## src/rtl/timer_share_ctrl_if.sv

```systemverilog
// ---------------------------------------------------------------------------
// timer_share_ctrl_if
// Bundles the request/grant signals between the client FSMs and the shared
// interval timer controller.
//   req   : per-requester request lines (client -> controller)
//   len   : packed per-requester interval lengths, CW bits each, 0 = 2**CW
//   grant : one-hot ownership of the timer (controller -> client)
//   done  : one-cycle completion pulse for the owner
//   busy  : controller is in RUN or DONE
//   count : current timer value, 0 when not running
// The master modport is the client side; the slave modport is the controller.
// ---------------------------------------------------------------------------
interface timer_share_ctrl_if #(
    parameter int NREQ = 4,
    parameter int CW   = 6
);
    logic [NREQ-1:0]    req;
    logic [NREQ*CW-1:0] len;
    logic [NREQ-1:0]    grant;
    logic [NREQ-1:0]    done;
    logic               busy;
    logic [CW-1:0]      count;

    modport master (
        output req,
        output len,
        input  grant,
        input  done,
        input  busy,
        input  count
    );

    modport slave (
        input  req,
        input  len,
        output grant,
        output done,
        output busy,
        output count
    );
endinterface

```

## src/rtl/timer_share_ctrl.sv

```systemverilog
// ---------------------------------------------------------------------------
// timer_share_ctrl
// Shares one CW-bit up-counting interval timer among NREQ requesters.
// A round-robin arbiter picks a winner in IDLE, the timer then runs for the
// winner's programmed length while its grant is high, and a single done pulse
// marks completion. Dropping the request while granted aborts the interval
// without a done pulse.
// Ports:
//   clock : system clock, all state changes on the rising edge
//   reset : synchronous, active-high
//   bus   : slave side of timer_share_ctrl_if (req, len in; grant, done,
//           busy, count out, all outputs registered)
// ---------------------------------------------------------------------------
module timer_share_ctrl #(
    parameter int NREQ = 4,
    parameter int CW   = 6
) (
    input  logic                clock,
    input  logic                reset,
    timer_share_ctrl_if.slave   bus
);

    localparam int PW = (NREQ > 1) ? $clog2(NREQ) : 1;

    typedef enum logic [1:0] {
        IDLE = 2'd0,
        RUN  = 2'd1,
        DONE = 2'd2
    } state_t;

    state_t          state;
    logic [PW-1:0]   ptr;
    logic [PW-1:0]   owner;
    logic [CW-1:0]   last;

    logic            found;
    logic [PW-1:0]   win;
    logic [PW-1:0]   cand;
    logic [PW-1:0]   nextptr;
    logic [CW-1:0]   winlen;

    // Round-robin pick: scan requesters starting at ptr and wrapping around,
    // the first one found with its request high wins. The winner's length and
    // the pointer value that follows it are prepared here for the IDLE decision.
    always_comb begin
        found = 1'b0;
        win   = '0;
        cand  = '0;
        for (int k = 0; k < NREQ; k++) begin
            cand = PW'((int'(ptr) + k) % NREQ);
            if (!found && bus.req[cand]) begin
                found = 1'b1;
                win   = cand;
            end
        end
        nextptr = (int'(win) == NREQ - 1) ? '0 : win + 1'b1;
        winlen  = bus.len[int'(win)*CW +: CW];
    end

    // Controller FSM with the timer folded in. All outputs are registered.
    // The last count value is latched as len-1 so that a length of 0 wraps to
    // all-ones and the counter reaches its maximum without overflowing.
    // Completion is tested before the abort condition so that a request
    // dropping on the final cycle still produces its done pulse.
    always_ff @(posedge clock) begin
        if (reset) begin
            state     <= IDLE;
            ptr       <= '0;
            owner     <= '0;
            last      <= '0;
            bus.count <= '0;
            bus.grant <= '0;
            bus.done  <= '0;
            bus.busy  <= 1'b0;
        end else begin
            case (state)
                IDLE: begin
                    bus.done  <= '0;
                    bus.count <= '0;
                    if (found) begin
                        owner     <= win;
                        last      <= winlen - 1'b1;
                        ptr       <= nextptr;
                        bus.grant <= NREQ'(1) << win;
                        bus.busy  <= 1'b1;
                        state     <= RUN;
                    end else begin
                        bus.grant <= '0;
                        bus.busy  <= 1'b0;
                    end
                end
                RUN: begin
                    if (bus.count == last) begin
                        bus.grant <= '0;
                        bus.done  <= NREQ'(1) << owner;
                        bus.count <= '0;
                        state     <= DONE;
                    end else if (!bus.req[owner]) begin
                        bus.grant <= '0;
                        bus.count <= '0;
                        bus.busy  <= 1'b0;
                        state     <= IDLE;
                    end else begin
                        bus.count <= bus.count + 1'b1;
                    end
                end
                DONE: begin
                    bus.done  <= '0;
                    bus.grant <= '0;
                    bus.count <= '0;
                    bus.busy  <= 1'b0;
                    state     <= IDLE;
                end
                default: begin
                    bus.done  <= '0;
                    bus.grant <= '0;
                    bus.count <= '0;
                    bus.busy  <= 1'b0;
                    state     <= IDLE;
                end
            endcase
        end
    end

endmodule

```

## src/flat_wrapper.sv

```systemverilog
// flat-port wrapper written by rule: the top's interface ports become plain ports
module timer_share_ctrl_flat 
#(
    parameter int NREQ = 4,
    parameter int CW   = 6
)
  (clock, reset, bus_req, bus_len, bus_grant, bus_done, bus_busy, bus_count);
  timer_share_ctrl_if #(.NREQ(NREQ), .CW(CW)) bus_i ();
  input  logic clock;
  input  logic reset;
  input wire logic [$bits(bus_i.req)-1:0] bus_req;
  input wire logic [$bits(bus_i.len)-1:0] bus_len;
  output wire logic [$bits(bus_i.grant)-1:0] bus_grant;
  output wire logic [$bits(bus_i.done)-1:0] bus_done;
  output wire logic [$bits(bus_i.busy)-1:0] bus_busy;
  output wire logic [$bits(bus_i.count)-1:0] bus_count;
  assign bus_i.req = bus_req;
  assign bus_i.len = bus_len;
  assign bus_grant = bus_i.grant;
  assign bus_done = bus_i.done;
  assign bus_busy = bus_i.busy;
  assign bus_count = bus_i.count;
  timer_share_ctrl #(.NREQ(NREQ), .CW(CW)) u_core (.clock(clock), .reset(reset), .bus(bus_i));
endmodule
```

## config.mk

```make
export PLATFORM = sky130hd
export DESIGN_NAME = timer_share_ctrl_flat
export DESIGN_NICKNAME = d
export VERILOG_FILES = /design/src/rtl/timer_share_ctrl_if.sv /design/src/rtl/timer_share_ctrl.sv /design/src/flat_wrapper.sv
export SDC_FILE = /design/constraint.sdc
export NUM_CORES = 1
export LEC_CHECK = 0
export CAP_MARGIN = 10
export CORE_MARGIN = 2
export CORE_UTILIZATION = 30
export CTS_CLUSTER_SIZE = 28
export DETAILED_ROUTE_END_ITERATION = 8
export PLACE_DENSITY = 0.53
export SYNTH_ARGS = -nofsm -noshare
export SYNTH_HDL_FRONTEND = slang
export SYNTH_SLANG_ARGS = --single-unit
```

## constraint.sdc

```tcl
create_clock -name clock -period 3.5 [get_ports clock]
set_input_delay 0.525 -clock clock [delete_from_list [all_inputs] [get_ports clock]]
set_output_delay 0.525 -clock clock [all_outputs]
set_load 0.005 [all_outputs]
```

=== Word-level counts from Yosys, hierarchy flattened ===
Cells that the tools add are included.

* Register bits: 27
* Bits of input ports: 30
* Output and inout bits: 15
* Word-level logic and storage cells: 75

* Add/subtract/negate cells: 6
* Multipliers: 1
* Magnitude comparators: 5
* Equality and inequality tests: 7
* Shift operators: 3
* Mux-type cells: 31
* Bitwise gates (word level): 2
* Reductions and logical operators: 12

{| class="wikitable"
|+ Operators with widths
! operator !! count
|-
| 24-bit by 32-bit variable part select with 6-bit output || 1
|-
| 2-bit two-way mux || 8
|-
| 2-bit by 3-bit < comparator with 1-bit output, second input constant || 5
|-
| 1-bit two-way mux || 12
|-
| 4-bit two-way mux || 3
|-
| 1-bit binary-select mux with 2-bit select || 5
|-
| 4-bit case mux with 2 select lines || 1
|-
| 1-bit by 2-bit << shifter with 4-bit output, first input constant || 2
|-
| 6-bit by 1-bit adder with 6-bit output, second input constant || 1
|-
| 6-bit == test || 1
|-
| 2-bit AND reduction || 3
|-
| 6-bit by 1-bit subtractor with 6-bit output, second input constant || 1
|-
| 2-bit by 1-bit adder with 2-bit output, second input constant || 2
|-
| 2-bit adder, second input constant || 2
|-
| 2-bit by 1-bit == test with 1-bit output, second input constant || 2
|-
| 2-bit by 2-bit multiplier with 4-bit output, second input constant || 1
|-
| 2-bit inequality test, second input constant || 2
|-
| 2-bit case mux with 2 select lines || 1
|-
| 4-bit OR reduction || 1
|-
| 1-bit logical AND || 3
|-
| 1-bit zero test || 3
|-
| 3-bit by 2-bit inequality test with 1-bit output, second input constant || 1
|-
| 2-bit zero test || 1
|-
| 2-bit by 1-bit inequality test with 1-bit output, second input constant || 1
|-
| 3 further kinds || 4
|}

=== Logic depth before layout (Yosys ltp) ===
Gate-level depths: netlist of run 1.

* Word-level depth: 15
* Gate-level depth with buffers: 10
* Gate-level depth less buffers: 10

=== Worst setup path after synthesis of run 1 ===
No wires, ideal clock.

* Path type: input to register
* Start point: input port bus_req[1]
* End point: register u_core.last[5]
* Setup time: 0.088 ns
* Arrival: 2.069 ns
* Required time: 3.412 ns
* Slack: 1.343 ns
* Stages: 8
* Path buffers: 1
* Cell sequence: and2b_1 > a211o_1 > buf_6 > nand3_1 > nand3_2 > a222oi_1 > nand3_1 > a311oi_2

* Word-level cells in the longest chain between the ends: 15
* Elaborated cells between the ends (all ways): 26
* Classes of those cells: add/sub: 1; mul: 1; shift: 1; mux: 16; reduce/logical: 7

{| class="wikitable"
|+ Ends and longest elaborated chain
! item !! RTL line !! text
|-
| from (decl) || flat_wrapper.sv:11 || <nowiki>input wire logic [$bits(bus_i.req)-1:0] bus_req;</nowiki>
|-
| 1-bit binary-select mux with 2-bit select || timer_share_ctrl.sv:51 || <nowiki>if (!found && bus.req[cand]) begin</nowiki>
|-
| 1-bit two-way mux (not written as such) || timer_share_ctrl.sv:51 ||
|-
| 1-bit two-way mux || timer_share_ctrl.sv:51 ||
|-
| 1-bit zero test || timer_share_ctrl.sv:51 ||
|-
| 1-bit logical AND || timer_share_ctrl.sv:51 ||
|-
| 1-bit two-way mux || timer_share_ctrl.sv:51 ||
|-
| 1-bit zero test || timer_share_ctrl.sv:51 ||
|-
| 1-bit logical AND || timer_share_ctrl.sv:51 ||
|-
| 1-bit two-way mux || timer_share_ctrl.sv:51 ||
|-
| 1-bit zero test || timer_share_ctrl.sv:51 ||
|-
| 1-bit logical AND || timer_share_ctrl.sv:51 ||
|-
| 2-bit two-way mux || timer_share_ctrl.sv:51 ||
|-
| 2-bit by 2-bit multiplier with 4-bit output || timer_share_ctrl.sv:57 || <nowiki>winlen = bus.len[int'(win)*CW +: CW];</nowiki>
|-
| 24-bit by 32-bit variable part select with 6-bit output || timer_share_ctrl.sv:57 ||
|-
| 6-bit by 1-bit subtractor with 6-bit output || timer_share_ctrl.sv:82 || <nowiki>last <= winlen - 1'b1;</nowiki>
|-
| to (signal assigned) || timer_share_ctrl.sv:82 ||
|-
| to (decl) || timer_share_ctrl.sv:34 || <nowiki>logic [CW-1:0] last;</nowiki>
|}

Several ways; a longest one is shown, not always the timed one. The select of a mux whose other input is x is not followed.
A chain may end at the register's enable or synchronous reset.

=== Worst setup path after layout of run 1 ===
* Start point: input port bus_req[0]
* End point: register u_core.last[5]

* Word-level cells in the longest chain between the ends: 15
* Elaborated cells between the ends (all ways): 26
* Classes of those cells: add/sub: 1; mul: 1; shift: 1; mux: 16; reduce/logical: 7

{| class="wikitable"
|+ Ends and longest elaborated chain
! item !! RTL line !! text
|-
| 1-bit binary-select mux with 2-bit select || timer_share_ctrl.sv:51 ||
|-
| 1-bit two-way mux (not written as such) || timer_share_ctrl.sv:51 ||
|-
| 1-bit two-way mux || timer_share_ctrl.sv:51 ||
|-
| 1-bit zero test || timer_share_ctrl.sv:51 ||
|-
| 1-bit logical AND || timer_share_ctrl.sv:51 ||
|-
| 1-bit two-way mux || timer_share_ctrl.sv:51 ||
|-
| 1-bit zero test || timer_share_ctrl.sv:51 ||
|-
| 1-bit logical AND || timer_share_ctrl.sv:51 ||
|-
| 1-bit two-way mux || timer_share_ctrl.sv:51 ||
|-
| 1-bit zero test || timer_share_ctrl.sv:51 ||
|-
| 1-bit logical AND || timer_share_ctrl.sv:51 ||
|-
| 2-bit two-way mux (*) || timer_share_ctrl.sv:51 ||
|-
| via u_core.win[1] || timer_share_ctrl.sv:37 || <nowiki>logic [PW-1:0] win;</nowiki>
|-
| 2-bit by 2-bit multiplier with 4-bit output (*) || timer_share_ctrl.sv:57 ||
|-
| 24-bit by 32-bit variable part select with 6-bit output (*) || timer_share_ctrl.sv:57 ||
|-
| 6-bit by 1-bit subtractor with 6-bit output (*) || timer_share_ctrl.sv:82 ||
|}

Mark *: on every way through the listed nets, which the timed path passes. The rest lies on a longest branch. The select of a mux whose other input is x is not followed.

==> metrics, run 1 <==
fill count 503; Non-Filler Instances 294; post-cts resize count 0; Ys Warns 0; vias per cell 4.745; post-synthesis sequential area ratio 35.32%; final wirelength 3435 um; Clk Latency, worst-skew pair 0.28 ns; Worst R2R End u_core.last[5]; initial DRC count 44; reg2reg path depth 7; worst hold path class reg -> reg; pre-CTS WS 0.4781 ns; Die Y 75.42 um; Worst Max-Slew Pin Slew 0.7003 ns; gr usage total 13.28%; Die W 75.42 um; WL/cell 11.68 um; register bit total from synthesis 27; Mean Syn Cell Area 8.454 um^2; Post-synth EDFFs 0; final hold vios 0; Worst Path Max Fanout 11; Finished Cell Area 2100 um^2; Worst EP required 3.70 ns; WP data arrival 2.96 ns; slowest stage delay, CP 0.58 ns; ratio of cells with drive above 1 in the final layout 7.930%; FP Rows 25; Distinct cells, synth 43; Layout area overhead 37.20%; Hold Startpoint u_core.bus.done[2]; WP buf/inv 1; Clock Skew 0.002968 ns; antenna-violating nets left 0; IO buf count 44; dpl cell area 2053 um^2; Nets 264; Fmax achieved 362.7 MHz; Post-CTS Setup Inserts 0; ys flop type dfxtp_1; Max IR drop VDD 0.2044 mV; largest net degree at the start of global routing 16; power per cell area 588.8 nW/um^2; setup TNS 0 ns; Max-Cap Viols 0; final slew viol count 0; antenna violations before repair 0; Hold Buf Count CTS 0; kind of end point of the critical path flop; R2R setup slack 1.12 ns; Mapped Cells 181; antenna diode count 0; setup ws final 0.7432 ns; r2r startpoint u_core.ptr[0]; cell count after placement 290; TritonCTS Buffers 3; CTS Sinks 27; synthesized cell area 1530 um^2; H-tree depth 1; hold endpoint u_core.bus.done[2]; RSZ-0062 raised after global routing no; vias 1395; Hold Path Depth 2; Slew HR 53.21%; TritonCTS clock tree yes; outcome completed; global-route wire length before repair 5954 um; syn_nets 217; gr ovfl total 0; Detailed Place HPWL 2753 um; family with the most delay on the worst path compound AO/OA/AOI/OAI gates; Final Critical Period 2.757 ns; Die ar. 5688 um^2; io pins 45; Crit Path Class in -> reg; CTS max path bufs 2; root buffer cell clkbuf_8; core area 4817 um^2; vias in the first global route 1288; Initial Utilization 31.77%; GP Congestion 0.8143; slowest cell on the critical path a21oi_1; Setup-failing EPs final 0; leakage power 0.7954 nW; Final period util 78.76%; Power Total 1.236 mW; drt drc 0; Clk pin slew, worst setup/hold paths 0.09 ns; worst path cell trace clkdlybuf4s50_1 > nand2b_1 > a21oi_1 > nor2_1 > mux2i_1 > mux2_2 > a21o_1 > a311oi_2; startpoint types input port; ys async rst share 0%; Pre-antenna DRT Iters 4
## cells by family after synthesis
family / Yosys count / share of synthesized area, %
compound gates: 43 / 19.87
xor+xnor: 12 / 6.868
fa+ha+maj: 6 / 4.906
buf+inv: 15 / 4.661
flops: 27 / 35.32
mux: 5 / 4.416
simple gates: 73 / 23.96
## synthesized netlist by cell type (all sizes together) (3+ instances only)
| master | count | area, um^2 |
|---|---|---|
| dfxtp | 27 | 540.5 |
| nand3 | 25 | 140.1 |
| nor2 | 19 | 71.32 |
| nand2 | 13 | 48.80 |
| o21ai | 11 | 55.05 |
| a21oi | 9 | 45.04 |
| inv | 8 | 32.54 |
| xnor2 | 7 | 61.31 |
| ha | 6 | 75.07 |
| a211oi | 5 | 37.54 |
| nand2b | 5 | 31.28 |
| xor2 | 5 | 43.79 |
| a22o | 4 | 35.03 |
| clkbuf | 4 | 15.01 |
| a311oi | 3 | 32.53 |
| buf | 3 | 23.77 |
| mux2i | 3 | 30.03 |
## per-stage QoR
step	hold slack [ns]	utilization, %
after global routing	0.5033	43.58
final	0.4696	43.58
after CTS	0.4750	43.58
after floorplan	0.4488	-
after detailed placement	0.4611	42.62
after global placement	0.4583	42.62
## worst max path at each step
stage	start	endpoint	slack, ns	cells past startpoint
finish	bus_req[0]	u_core.last[5]	0.74	8
global route	bus_req[0]	u_core.last[5]	0.58	8
CTS	bus_req[0]	u_core.last[5]	0.75	8
detailed placement	bus_req[0]	u_core.last[5]	0.48	8
global placement	bus_req[1]	u_core.last[5]	0.56	8
floorplan	bus_req[1]	u_core.last[5]	1.34	8
## power breakdown
| group | switching, mW | internal, mW | leakage, nW |
|---|---|---|---|
| combinational | 0.325 | 0.291 | 0.549 |
| sequential | 0.0599 | 0.378 | 0.221 |
| clock | 0.102 | 0.0800 | 0.0255 |
| total | 0.487 | 0.750 | 0.795 |
## area by class of cell
| type | instances | area [um^2] | area share, % |
|---|---|---|---|
| inverters | 8 | 32.53 | 1.549 |
| flip-flops and latches | 27 | 540.5 | 25.74 |
| well taps | 67 | 83.83 | 3.993 |
| repair buffers | 49 | 478.0 | 22.77 |
| clock buffers | 3 | 41.29 | 1.967 |
| clock inverters | 1 | 5.005 | 0.2384 |
| multi-input cells | 139 | 918.4 | 43.74 |
## tightest hold or removal path: cells and delay by family, from the launching register on
kind,cells,cell delay (ns)
flops,1,0.32
simple gates,1,0.06
compound gates,1,0.05
## sequential cells by signal, summed over array words and instances, names as in the netlist
signal / flops
u_core.bus.done: 4
u_core.state: 2
u_core.ptr: 2
u_core.owner: 2
u_core.bus.count: 6
u_core.bus.busy: 1
u_core.last: 6
u_core.bus.grant: 4
## metal layers
metal  vias to the layer above  routed length [um]  track usage (%)
met5                         -                   0                0
li1                        740                   -                -
met4                         0                  44            6.043
met2                        46                1477            19.42
met1                       604                1762            19.45
met3                         5                 151            1.587
## placed cells by master, fill, tap and decap left out, types with 3 or more instances in the layout
cell,n
a22o_1,4
ha_1,6
nand3_1,22
nand3_2,3
dfxtp_1,27
o21ai_1,4
clkdlybuf4s50_1,44
mux2i_1,3
nor2_1,19
nand2_1,13
o21ai_0,7
inv_1,7
xor2_1,5
buf_4,5
a21oi_1,9
xnor2_1,7
nand2b_1,5
clkbuf_8,3
a211oi_1,5
No activity file was read; power rests on OpenSTA's default activity.
==> run 2, diff against run 1 <==
==> constraint.sdc (replaced) <==
create_clock -name clock -period 2.9 [get_ports clock]
set_input_delay 0.435 -clock clock [delete_from_list [all_inputs] [get_ports clock]]
set_output_delay 0.435 -clock clock [all_outputs]
set_load 0.005 [all_outputs]
==> run 2 against run 1 <==
Die area stayed put; clock power is 19% higher; cell area is 1.2% higher; setup slack worse by 0.40 ns; routed wire length is 0.64% lower; combinational power is 23% higher; sequential power is 22% higher; count of clock-buffer cells in the layout stayed put; highest routed layer unchanged.
==> metrics, run 2 (synthesized netlist as in run 1, its figures left out) <==
outcome completed; Hold Buf Count CTS 0; gr usage total 13.25%; reg2reg path depth 7; Final period util 88.33%; drt drc 0; leading cell type in the layout, fill and taps excluded clkdlybuf4s50_1; final core occ 44.10%; sw frac 38.95%; Detailed Place HPWL 2798 um; H-tree depth 1; leakage power 0.8074 nW; GP Congestion 0.8328; Setup-failing EPs final 0; Max IR drop VDD 0.2528 mV; final hold vios 0; vias 1432; setup TNS 0 ns; final slew viol count 0; sequential share of power 35.4%; gr ovfl total 0; fill count 505; Largest regs u_core.bus.count x6, u_core.last x6; CTS Sinks 27; Fmax achieved 390.4 MHz; Hold Path Depth 2; kind of end point of the critical path flop; Gate power share 50.2%; FP Rows 25; io pins 45; Worst Max-Slew Pin Slew 0.7145 ns; Final Critical Period 2.561 ns; worst hold path class reg -> reg; IO buf count 44; global-route wire length before repair 6003 um; r2r startpoint u_core.ptr[0]; Initial Utilization 31.77%; Nets 267; Clock Skew 0.001812 ns; antenna violations before repair 0; Die W 75.42 um; ratio of cells with drive above 1 in the final layout 9.130%; WL/cell 11.49 um; initial DRC count 41; root buffer cell clkbuf_8; power per cell area 708.8 nW/um^2; Max-Cap Viols 0; antenna-violating nets left 0; Clk Latency, worst-skew pair 0.27 ns; pre-CTS WS 0.08615 ns; setup ws final 0.3385 ns; CP startpoint bus_req[0]; RSZ-0062 raised after global routing no; Worst Path Max Fanout 11; Die ar. 5688 um^2; CTS max path bufs 2; TritonCTS Buffers 3; WP data arrival 2.75 ns; Die Y 75.42 um; antenna diode count 0; TritonCTS clock tree yes; vias per cell 4.822; post-cts resize count 0; Clock power frac 14.4%; Net Sw Power 586.5 uW; Pre-antenna DRT Iters 5; Layout area overhead 38.84%; Crit Path Class in -> reg; Clk pin slew, worst setup/hold paths 0.09 ns; Hold Startpoint u_core.bus.done[1]; most frequent cells in the layout clkdlybuf4s50_1 (44), dfxtp_1 (27), nand3_1 (22), nor2_1 (19), nand2_1 (13); final wirelength 3413 um; Pint 919.4 uW; largest net degree at the start of global routing 17; startpoint types input port; vias in the first global route 1367; Post-CTS Setup Inserts 0; Slew HR 52.37%; core area 4817 um^2; Worst EP required 3.09 ns
run 2: cell types whose count changed in the layout (fill, tap and decap cells not counted), sizes merged:
| cell | change |
|---|---|
| buf | +3 |
| clkinv | -1 |
| clkinvlp | +1 |
run 2: per-stage QoR:
stage / hold slack, ns / instances / power, mW / cell area (um^2)
after detailed placement: 0.4589 / 293 / 1.306 / 2076
after global placement: 0.4581 / 293 / 1.309 / 2076
final: 0.4709 / 297 / 1.506 / 2125
after CTS: 0.4753 / 297 / 1.528 / 2125
after floorplan: 0.4488 / 181 / 1.058 / 1530
after global routing: 0.5017 / 297 / 1.645 / 2125
run 2: power by group through the flow:
stage | Sequential, mW | Combinational (mW) | Clock, mW
4_1_cts | 0.533 | 0.768 | 0.226
3_5_place_dp | 0.542 | 0.764 | 0
6_report | 0.533 | 0.756 | 0.217
3_3_place_gp | 0.540 | 0.768 | 0
2_1_floorplan | 0.524 | 0.534 | 0
5_1_grt | 0.545 | 0.860 | 0.240
run 2: layout make-up:
class | count | area [um^2] | share of cell area, %
clock inverters | 1 | 7.507 | 0.3534
well taps | 67 | 83.83 | 3.946
clock buffers | 3 | 41.29 | 1.943
flip-flops and latches | 27 | 540.5 | 25.44
inverters | 8 | 32.53 | 1.531
repair buffers | 52 | 500.5 | 23.56
multi-input cells | 139 | 918.4 | 43.23
run 2: critical path, cell delays in order:
cell             delay (ns)
clkdlybuf4s50_1        0.54
nand2b_1               0.11
a21oi_1                0.60
nor2_1                 0.20
mux2i_1                0.17
mux2_2                 0.29
a21o_1                 0.17
a311oi_2               0.24
run 2: final timing paths:
check	end	slack, ns
worst max-delay path	u_core.last[5]	0.34
worst min-delay path	u_core.bus.done[1]	0.47
worst max register to register	u_core.last[5]	0.62
worst min register to register	u_core.bus.done[1]	0.47
run 2: per-layer routing:
metal  share of wire [%]  global-route usage, %  vias to the layer above
met3                 4.7                  1.720                        4
met1                  52                  18.86                      629
li1                    -                      -                      751
met5                   0                      0                        -
met2                  43                  20.29                       48
met4                 1.1                  5.263                        0
==> run 3, diff against run 2 <==
--- a/config.mk
+++ b/config.mk
@@ -10,6 +10,7 @@
 export CORE_UTILIZATION = 30
 export CTS_CLUSTER_SIZE = 28
 export DETAILED_ROUTE_END_ITERATION = 8
+export MAX_ROUTING_LAYER = met4
 export PLACE_DENSITY = 0.53
 export SYNTH_ARGS = -nofsm -noshare
 export SYNTH_HDL_FRONTEND = slang
==> run 3 against run 2 <==
Sequential share of layout area unchanged; critical path depth did not move; cell area unchanged; die area is the same; via count is essentially flat; flip-flop and latch count is the same; global-route usage increased by 0.40 points; clock power about the same.
==> metrics, run 3 (synthesized netlist as in run 1, its figures left out) <==
Hold Buf Count CTS 0; startpoint types input port; ratio of cells with drive above 1 in the final layout 9.130%; Setup-failing EPs final 0; vias per cell 4.818; fill count 505; vias 1431; Crit Path Class in -> reg; Detailed Place HPWL 2798 um; TritonCTS Buffers 3; hold endpoint u_core.bus.done[1]; Worst Path Max Fanout 11; Max-Cap Viols 0; CTS max path bufs 2; worst hold path class reg -> reg; FP Rows 25; leakage power 0.8074 nW; vias in the first global route 1370; largest net degree at the start of global routing 17; Die ar. 5688 um^2; gr usage total 13.65%; Max IR drop VDD 0.2530 mV; leading cell type in the layout, fill and taps excluded clkdlybuf4s50_1; antenna-violating nets left 0; CTS Sinks 27; global-route wire length before repair 6003 um; reg2reg path depth 7; Pre-antenna DRT Iters 5; Clk pin slew, worst setup/hold paths 0.09 ns; power per cell area 709.2 nW/um^2; dpl cell area 2076 um^2; WL/cell 11.51 um; GP Congestion 0.8456; Die W 75.42 um; Clk Latency, worst-skew pair 0.27 ns; Post-CTS Setup Inserts 0; final wirelength 3419 um; Worst Max-Slew Pin Slew 0.7147 ns; final core occ 44.10%; Hold Startpoint u_core.bus.done[1]; post-cts resize count 0; R2R setup slack 0.62 ns; H-tree depth 1; TritonCTS clock tree yes; initial DRC count 41; Worst R2R End u_core.last[5]; Finished Cell Area 2125 um^2; gr ovfl total 0; final hold vios 0; pre-CTS WS 0.08615 ns; core area 4817 um^2; IO buf count 44; root buffer cell clkbuf_8; final slew viol count 0; antenna diode count 0; io pins 45; r2r startpoint u_core.ptr[0]; Power Total 1.507 mW; setup TNS 0 ns; Slew HR 52.35%; Die Y 75.42 um; Non-Filler Instances 297; antenna violations before repair 0; kind of end point of the critical path flop; Clock Skew 0.002121 ns; Nets 267; cell count after placement 293; Initial Utilization 31.77%; drt drc 0; Layout area overhead 38.84%; Worst EP required 3.09 ns; WP data arrival 2.75 ns; Final Critical Period 2.560 ns; Fmax achieved 390.6 MHz; Final period util 88.28%; outcome completed; Hold Path Depth 2; setup ws final 0.3400 ns; RSZ-0062 raised after global routing no; Hold Worst Slack 0.4709 ns; Largest regs u_core.bus.count x6, u_core.last x6; most frequent cells in the layout clkdlybuf4s50_1 (44), dfxtp_1 (27), nand3_1 (22), nor2_1 (19), nand2_1 (13)
==> run 3: layout make-up <==
class	count	area, um^2	share of cell area (%)
Clock buffer	3	41.29	1.943
Clock inverter	1	7.507	0.3534
Inverter	8	32.53	1.531
Multi-Input combinational cell	139	918.4	43.23
Sequential cell	27	540.5	25.44
Tap cell	67	83.83	3.946
Timing Repair Buffer	52	500.5	23.56
==> run 3: worst max-delay path, stage by stage <==
cell and delay, ns:
clkdlybuf4s50_1 0.54, nand2b_1 0.11, a21oi_1 0.60, nor2_1 0.20, mux2i_1 0.17, mux2_2 0.29
a21o_1 0.17, a311oi_2 0.24
==> run 3: how the worst max path moves through the flow <==
stage	start	slack [ns]	depth (start not counted)	endpoint
6_report	bus_req[0]	0.34	8	u_core.last[5]
3_5_place_dp	bus_req[0]	0.09	8	u_core.last[5]
2_1_floorplan	bus_req[1]	0.83	8	u_core.last[5]
3_3_place_gp	bus_req[0]	0.12	8	u_core.last[5]
5_1_grt	bus_req[0]	0.17	8	u_core.last[5]
4_1_cts	bus_req[0]	0.36	8	u_core.last[5]
==> run 3: per-layer routing <==
layer	track usage [%]	routed length, um
met2	20.29	1436
met5	-	0
met4	5.263	47
met1	19.02	1785
met3	1.455	150
==> run 3: report_power, final <==
part / switching [mW] / total, mW / leakage (nW) / internal (mW)
registers: 0.0768 / 0.534 / 0.221 / 0.457
clock network: 0.119 / 0.217 / 0.0217 / 0.0974
logic: 0.391 / 0.756 / 0.565 / 0.365
